===== config.mk =====
export PLATFORM = sky130hd
export DESIGN_NAME = uart_tx_fifo
export DESIGN_NICKNAME = d
export VERILOG_FILES = /design/src/rtl/uart_tx_fifo.sv
export SDC_FILE = /design/constraint.sdc
export NUM_CORES = 1
export LEC_CHECK = 0
export BUFFER_PORTS_ARGS = -buffer_cell sky130_fd_sc_hd__buf_2
export CAP_MARGIN = 40
export CORE_AREA = 2 2 134 103
export DETAILED_ROUTE_END_ITERATION = 10
export DIE_AREA = 0 0 136 105
export HOLD_SLACK_MARGIN = 0.08
export PLACE_DENSITY = 0.66
export SYNTH_ARGS = -nofsm -noshare
export SYNTH_HDL_FRONTEND = slang
export SYNTH_SLANG_ARGS = --single-unit

===== constraint.sdc =====
create_clock -name clock -period 11.23 [get_ports clock]
set_clock_uncertainty 0.2 [all_clocks]
set_input_delay 1.123 -clock clock [delete_from_list [all_inputs] [get_ports clock]]
set_output_delay 1.123 -clock clock [all_outputs]
set_load 0.005 [all_outputs]

===== src/rtl/uart_tx_fifo.sv =====
// UART transmitter with run-time baud divisor, data width, parity and stop bits, fed by an input FIFO.
// Frame settings are captured when a word is popped, so config changes only affect later frames.
module uart_tx_fifo #(
    parameter int DATA_W     = 8,
    parameter int FIFO_DEPTH = 4,
    parameter int DIV_W      = 16
) (
    input  logic                        clock,
    input  logic                        reset,
    input  logic [DATA_W-1:0]           din,
    input  logic                        din_valid,
    output logic                        din_ready,
    output logic                        tx,
    input  logic [DIV_W-1:0]            cfg_div,
    input  logic [4:0]                  cfg_data_bits,
    input  logic [1:0]                  cfg_parity,
    input  logic                        cfg_stop2,
    output logic                        busy,
    output logic [$clog2(FIFO_DEPTH):0] fifo_level,
    output logic                        tx_done
);
    localparam int PTR_W = $clog2(FIFO_DEPTH);
    localparam int LVL_W = PTR_W + 1;

    typedef enum logic [2:0] {IDLE, START, DATA, PARITY, STOP} state_t;

    state_t            state_q, state_d;
    logic [DIV_W-1:0]  cnt_q, cnt_d;
    logic [DIV_W-1:0]  div_q, div_d;
    logic [4:0]        nbits_q, nbits_d;
    logic [4:0]        bit_idx_q, bit_idx_d;
    logic [DATA_W-1:0] shreg_q, shreg_d;
    logic              par_en_q, par_en_d;
    logic              par_bit_q, par_bit_d;
    logic              stop2_q, stop2_d;
    logic              stop_idx_q, stop_idx_d;
    logic              tx_d, tx_done_d, busy_d, din_ready_d;
    logic [LVL_W-1:0]  level_d;
    logic [DATA_W-1:0] mem [FIFO_DEPTH];
    logic [PTR_W-1:0]  wr_ptr, rd_ptr;
    logic              push, pop, bit_end;
    logic [4:0]        nbits_cfg;

    function automatic logic [4:0] clamp_bits(input logic [4:0] b);
        if (b < 5'd5)
            return 5'd5;
        if (b > 5'(DATA_W))
            return 5'(DATA_W);
        return b;
    endfunction

    function automatic logic calc_parity(input logic [DATA_W-1:0] d, input logic [4:0] n,
                                         input logic odd);
        logic p;
        p = odd;
        for (int i = 0; i < DATA_W; i++)
            if (5'(i) < n)
                p ^= d[i];
        return p;
    endfunction

    assign push      = din_valid & din_ready;
    assign bit_end   = (cnt_q == div_q);
    assign nbits_cfg = clamp_bits(cfg_data_bits);

    // NOTE: every always_comb output gets a default first so no path can infer a latch.
    always_comb begin
        state_d    = state_q;
        cnt_d      = cnt_q;
        div_d      = div_q;
        nbits_d    = nbits_q;
        bit_idx_d  = bit_idx_q;
        shreg_d    = shreg_q;
        par_en_d   = par_en_q;
        par_bit_d  = par_bit_q;
        stop2_d    = stop2_q;
        stop_idx_d = stop_idx_q;
        tx_d       = tx;
        pop        = 1'b0;

        unique case (state_q)
            IDLE: begin
                tx_d = 1'b1;
                if (fifo_level != '0)
                    pop = 1'b1;
            end
            START: begin
                if (bit_end) begin
                    state_d   = DATA;
                    cnt_d     = '0;
                    bit_idx_d = '0;
                    tx_d      = shreg_q[0];
                    shreg_d   = shreg_q >> 1;
                end else begin
                    cnt_d = cnt_q + DIV_W'(1);
                end
            end
            DATA: begin
                if (bit_end) begin
                    cnt_d = '0;
                    if (bit_idx_q == nbits_q - 5'd1) begin
                        if (par_en_q) begin
                            state_d = PARITY;
                            tx_d    = par_bit_q;
                        end else begin
                            state_d    = STOP;
                            stop_idx_d = 1'b0;
                            tx_d       = 1'b1;
                        end
                    end else begin
                        bit_idx_d = bit_idx_q + 5'd1;
                        tx_d      = shreg_q[0];
                        shreg_d   = shreg_q >> 1;
                    end
                end else begin
                    cnt_d = cnt_q + DIV_W'(1);
                end
            end
            PARITY: begin
                if (bit_end) begin
                    state_d    = STOP;
                    cnt_d      = '0;
                    stop_idx_d = 1'b0;
                    tx_d       = 1'b1;
                end else begin
                    cnt_d = cnt_q + DIV_W'(1);
                end
            end
            STOP: begin
                if (bit_end) begin
                    cnt_d = '0;
                    if (stop2_q && !stop_idx_q)
                        stop_idx_d = 1'b1;
                    else if (fifo_level != '0)
                        pop = 1'b1;
                    else
                        state_d = IDLE;
                end else begin
                    cnt_d = cnt_q + DIV_W'(1);
                end
            end
            default: state_d = IDLE;
        endcase

        // Popping starts a new frame straight away and snapshots the frame format.
        if (pop) begin
            state_d    = START;
            cnt_d      = '0;
            tx_d       = 1'b0;
            shreg_d    = mem[rd_ptr];
            div_d      = cfg_div;
            nbits_d    = nbits_cfg;
            par_en_d   = (cfg_parity == 2'b01) || (cfg_parity == 2'b10);
            par_bit_d  = calc_parity(mem[rd_ptr], nbits_cfg, cfg_parity == 2'b10);
            stop2_d    = cfg_stop2;
            stop_idx_d = 1'b0;
        end

        level_d     = fifo_level + LVL_W'(push) - LVL_W'(pop);
        din_ready_d = (level_d < LVL_W'(FIFO_DEPTH));
        busy_d      = (state_d != IDLE) || (level_d != '0);
        // Registered pulse: raised when the next cycle is the final clock of the last stop bit.
        tx_done_d   = (state_d == STOP) && (cnt_d == div_d) && (stop_idx_d || !stop2_d);
    end

    // NOTE: FIFO storage is not reset; the pointers and level alone decide which entries are valid.
    always_ff @(posedge clock) begin
        if (push)
            mem[wr_ptr] <= din;
    end

    // NOTE: sequential state uses non-blocking assignments so all registers update together.
    always_ff @(posedge clock) begin
        if (reset) begin
            state_q    <= IDLE;
            cnt_q      <= '0;
            div_q      <= '0;
            nbits_q    <= 5'd5;
            bit_idx_q  <= '0;
            shreg_q    <= '0;
            par_en_q   <= 1'b0;
            par_bit_q  <= 1'b0;
            stop2_q    <= 1'b0;
            stop_idx_q <= 1'b0;
            tx         <= 1'b1;
            tx_done    <= 1'b0;
            busy       <= 1'b0;
            din_ready  <= 1'b1;
            fifo_level <= '0;
            wr_ptr     <= '0;
            rd_ptr     <= '0;
        end else begin
            state_q    <= state_d;
            cnt_q      <= cnt_d;
            div_q      <= div_d;
            nbits_q    <= nbits_d;
            bit_idx_q  <= bit_idx_d;
            shreg_q    <= shreg_d;
            par_en_q   <= par_en_d;
            par_bit_q  <= par_bit_d;
            stop2_q    <= stop2_d;
            stop_idx_q <= stop_idx_d;
            tx         <= tx_d;
            tx_done    <= tx_done_d;
            busy       <= busy_d;
            din_ready  <= din_ready_d;
            fifo_level <= level_d;
            if (push)
                wr_ptr <= wr_ptr + PTR_W'(1);
            if (pop)
                rd_ptr <= rd_ptr + PTR_W'(1);
        end
    end
endmodule


Word-level counts from Yosys, hierarchy flattened --
Memory sizes are Yosys's and may differ from the RTL's. A register that Yosys moved wholly into a read port is not among the register bits. Cells that the tools add are included.
Operators by class: add/subtract/negate cells 7, $lt $le $gt $ge 11, eq/ne operators 17, multiplexer cells 69, bitwise operators 9, reduce and logical (&&, ||, !) cells 19
Operators by type and width (number):
- $mux 16 | 4
- $mux 1 | 37
- $mux 5 | 7
- $eq 16x16->1 | 2
- $mux 8 | 4
- $mux 3 | 9
- $lt 3x5->1 const A | 4
- $add 16x1->16 const B | 1
- $pmux 8 s2 | 1
- $pmux 3 s5 | 1
- $ne 3x3->1 const B | 4
- $reduce_and 4->1 | 3
- $reduce_bool 3->1 | 4
- $lt 1x5->1 const A | 2
- $lt 2x5->1 const A | 2
- $pmux 5 s2 | 1
- $xor 1x1->1 | 8
- $eq 3x2->1 const B | 2
- $eq 3x3->1 const B | 2
- $ne 2x2->1 const B | 3
- $add 5x1->5 const B | 1
- $eq 5x5->1 | 1
- $gt 5x4->1 const B | 1
- $lt 5x3->1 const B | 1
- other kinds (20) | 27
Word-level totals: register bits 68, RAM bits 32, output and inout bits 7, word-level logic and storage cells 150, memories 1
Memories:
- mem | words 4, width 8, rd ports 1, clocked after Yosys merged registers in 1, write ports 1, RTL line 39 | logic [DATA_W-1:0] mem [FIFO_DEPTH];

Longest topological paths before layout --
depth after elaboration 28, mapped depth 18

Worst setup path before layout --
OpenSTA, ideal clock, no wires.
path kind flip-flop to flip-flop, start register fifo_level[1], end register busy, library setup time 0.128 ns, arrival time 3.390 ns, setup slack 7.513 ns, cell stages (with the launch flop) 17, path buffers 2, period minus slack after synthesis 3.717 ns, cell sequence dfxtp_1 nor3_2 nor4_1 a21oi_4 clkinv_4 buf_6 clkbuf_1 ha_1 inv_1 ha_1 inv_1 fa_1 xor2_1 xnor2_1 nand3b_1 a2111oi_0 nor2_1
On the way: cells in the longest elaborated chain, start to end 8
Ends and longest elaborated chain:
- start, declared | RTL line 19 | output logic [$clog2(FIFO_DEPTH):0] fifo_level,
- start signal, assigned | RTL line 207 | fifo_level <= level_d;
- $reduce_bool 3->1 (*) | RTL line 84, 134
- $mux 1 (*) | RTL line 84, 134
- $mux 1 | RTL line 132 | if (stop2_q && !stop_idx_q)
- $mux 1 | RTL line 130 | if (bit_end) begin
- $pmux 1 s2 (*) | RTL line 81 | unique case (state_q)
- via pop | RTL line 41 | logic push, pop, bit_end;
- $sub 3x1->3 / $mux 3 (equally long branches) | RTL line 159, 146
- $reduce_bool 3->1 | RTL line 161 | busy_d = (state_d != IDLE) || (level_d != '0);
- $logic_or 1x1->1 (*) | RTL line 161
- end signal, assigned | RTL line 205 | busy <= busy_d;
- end, declared | RTL line 18 | output logic busy,
Mark *: on every way through the listed nets, which the timed path passes. The rest lies on a longest branch. A chain may end at the register's enable or synchronous reset.

Worst setup path in the final report --
start register state_q[2], end register busy
On the way: cells in the longest elaborated chain, start to end 7
Ends and longest elaborated chain:
- start, declared | RTL line 27 | state_t state_q, state_d;
- start signal, assigned | RTL line 193 | state_q <= state_d;
- parallel branches: the longest is 6 deep, another holds $sub 3x1->3
- $logic_or 1x1->1 (*) | RTL line 161
Every way passes the cells marked *.

==> reports/results.ini <==
[floorplanning]
ios = 42
die-area_sq_um = 14300
die_height_microns = 105
rows = 36
start_util_pct = 39.7
die_w_microns = 136
core_area_sq_um = 12900

[critical_path]
arrival_ns = 4.32
cp-end-kind = flip-flop
required_ns = 11.26
cp-start-kind = flip-flop
critical_path_class = flip-flop to flip-flop
critPathBufInv = 3
timing.reg2reg.setup_slack_ns = 6.94
cp_slowest_stage_delay_ns = 0.60
path_delay_family = adder cells
slowest_stage = a21oi_4
critPathMaxFanout = 35
crit_chain = or3_1, nor2_4, a21oi_4, clkinv_4, ha_1, inv_1, ha_1, inv_1, fa_1, xor2_1, xnor2_1, nand3b_1, a2111oi_0, nor2_1

[layout]
multi_input_area_sq_um = 2570
area_growth_pct = 12.5
regArea_sq_um = 2360
utilization_pct = 44.6
diodes = 0
final_nets = 576
fill_cells = 1241
layout-drive-gt1-share_pct = 15.5
fin_cells = 706
final_common_cell = dfxtp_1
final_cell_mix = dfxtp_1, nor2_1, buf_2

[clock_tree]
clkTransAtPathRegs_ns = 0.08
clock_tree.root_cell = clkbuf_16
numCtsBuffers = 9
clockBufferDepth = 2
holdBufCountCts = 0
clock_latency_ns = 0.35
cts_setup_buffers = 0
cts_resized = 0
cts_sinks = 102
cts_tree = yes
htreeDepth = 3

[pwr]
p_seq_share_pct = 34.9
pwr_density_cell_nw_per_um2 = 264
leakage_nw = 2.10
power.internal_w = 0.000902
pwr-share-comb_pct = 44.2
ir_worst_vdd_mv = 0.111
swShare_pct = 40.6
pwr-share-clk_pct = 20.9
p_switching_w = 0.000618

[route]
routed_via_density = 5.33
antenna_left = 0
vias = 3763
drt-total-wl_mm = 11.2
first_pass_iters = 5
drc_errors = 0
drt_iter0_drc = 229
wl_per_cell_microns = 15.9

[logic_synthesis]
syn_inst = 498
synthArstFlopShare_pct = 0
synth_warnings = 0
synth_seq_cells = 102
synth_edf_count = 32
ys.flop_type = dfxtp_1
ys_seq_area_share_pct = 46.2
synthesis.nets = 544
syn_area_sq_um = 5110
synth.avg_cell_area_sq_um = 10.3
ys_types = 72

[timing]
tns_ns = 0
worstMarginPinSlew_ns = 0.809
rsz0062_at_grt = false
timing.hold.ws_ns = 0.275
finalMaxSlewViolations = 0
max_freq_mhz = 233
setup_slack_ns = 6.94
setup_viol = 0
fin_crit_sh_pct = 38.2
max-slew-margin-rel_pct = 45.6
layout_min_cycle_time_ns = 4.29
hold_viol_final = 0

[worst_hold_path]
min-delay-path-class = flip-flop to flip-flop

[placement]
gp_congestion = 0.870
dp.cells = 690
dp_hpwl_mm = 8.31
port_buffers = 41
pre_cts_ws_ns = 6.90

[global_route]
grt_start_max_net_pins = 41
antenna_found_initial = 0
grt_overflow = 0
gr-usage-all-layers_pct = 16.9
grt_pass1_wl_mm = 18.9
grt_pass1_vias = 3694

[outcome]
status = complete, no violations

[run]
drv_cap = 0

[final timing paths]
| path | start | end | cells after the start |
|---|---|---|---|
| worst max-delay path | state_q[2]$_SDFF_PP0_ | busy$_SDFF_PP0_ | 14 |
| worst max register to register | state_q[2]$_SDFF_PP0_ | busy$_SDFF_PP0_ | 14 |
| worst min register to register | shreg_q[0]$_SDFFE_PP0P_ | shreg_q[0]$_SDFFE_PP0P_ | 2 |
| worst min-delay path | shreg_q[0]$_SDFFE_PP0P_ | shreg_q[0]$_SDFFE_PP0P_ | 2 |
[state kept, by name, indices dropped and copies added, names as in the netlist, 2 cells and up, named ones only]
signal	cells
state_q	3
rd_ptr	2
mem	32
bit_idx_q	5
cnt_q	16
shreg_q	8
nbits_q	5
wr_ptr	2
fifo_level	3
div_q	16
[area by class of cell]
type	count	area share (%)
Clock inverter	7	1.54
Tap cell	171	3.72
Sequential cell	102	41.1
Inverter	11	0.805
Timing Repair Buffer	44	4.31
Multi-Input combinational cell	362	44.6
Clock buffer	9	3.92
[metal layers]
| metal | track usage, % | vias to the layer above | wire length, microns | share of wire, % |
|---|---|---|---|---|
| met5 | 0 | - | 0 | 0 |
| met4 | 5.65 | 0 | 167 | 1.5 |
| met3 | 3.35 | 14 | 449 | 4.0 |
| met2 | 25.7 | 83 | 5220 | 46 |
| met1 | 23.9 | 1809 | 5390 | 48 |
| li1 | - | 1857 | - | - |
[tightest hold or removal path, cell delays in order (launching register included)]
cell and delay [ns]:
dfxtp_1 0.33, nand2_1 0.05, a21oi_1 0.05
[cells by family (layout without fill, tap and decap cells)]
| family | after synthesis | in the layout | share of synthesized area [%] |
|---|---|---|---|
| buffers and inverters | 34 | 71 | 3.55 |
| DFF | 102 | 102 | 46.2 |
| AOI/OAI and AO/OA | 72 | 72 | 10.1 |
| adders and majority gates | 11 | 11 | 2.84 |
| xor gates and xnor gates | 58 | 58 | 9.94 |
| and+or+nand+nor | 192 | 192 | 19.7 |
| muxes | 29 | 29 | 7.66 |
[synthesized netlist by cell type (3+ instances only)]
master	count	area (sq um)
a211o_1	3	26.3
a211oi_1	7	52.6
a21oi_1	21	105
a22oi_1	4	30.0
and3_1	5	31.3
and3b_1	3	26.3
buf_2	6	30.0
buf_6	5	56.3
clkbuf_1	10	37.5
dfxtp_1	70	1400
edfxtp_1	32	961
ha_1	10	125
inv_1	10	37.5
mux2i_1	20	200
mux4_2	8	180
nand2_1	40	150
nand2b_1	3	18.8
nand3_1	13	65.1
nand3b_1	4	30.0
nand4_1	13	81.3
nand4b_1	3	26.3
nor2_1	58	218
nor2b_1	12	75.1
nor3_1	12	60.1
nor3b_1	3	22.5
nor4_1	4	25.0
o21ai_0	9	45.0
xnor2_1	37	324
xor2_1	21	184
[power groups by stage]
stage | clock network (W) | registers, W | logic (W)
2_1_floorplan | 0 | 0.000507 | 0.000563
3_3_place_gp | 0 | 0.000535 | 0.000652
3_5_place_dp | 0 | 0.000539 | 0.000671
4_1_cts | 0.000326 | 0.000532 | 0.000675
5_1_grt | 0.000343 | 0.000542 | 0.000747
6_report | 0.000318 | 0.000531 | 0.000671
[metrics by stage]
step	power [W]	instance area [sq um]
global placement	0.00119	5400
global route	0.00163	5750
CTS	0.00153	5750
finish	0.00152	5750
floorplan	0.00107	5110
detailed placement	0.00121	5440
Power figures use the tool's default switching activity.
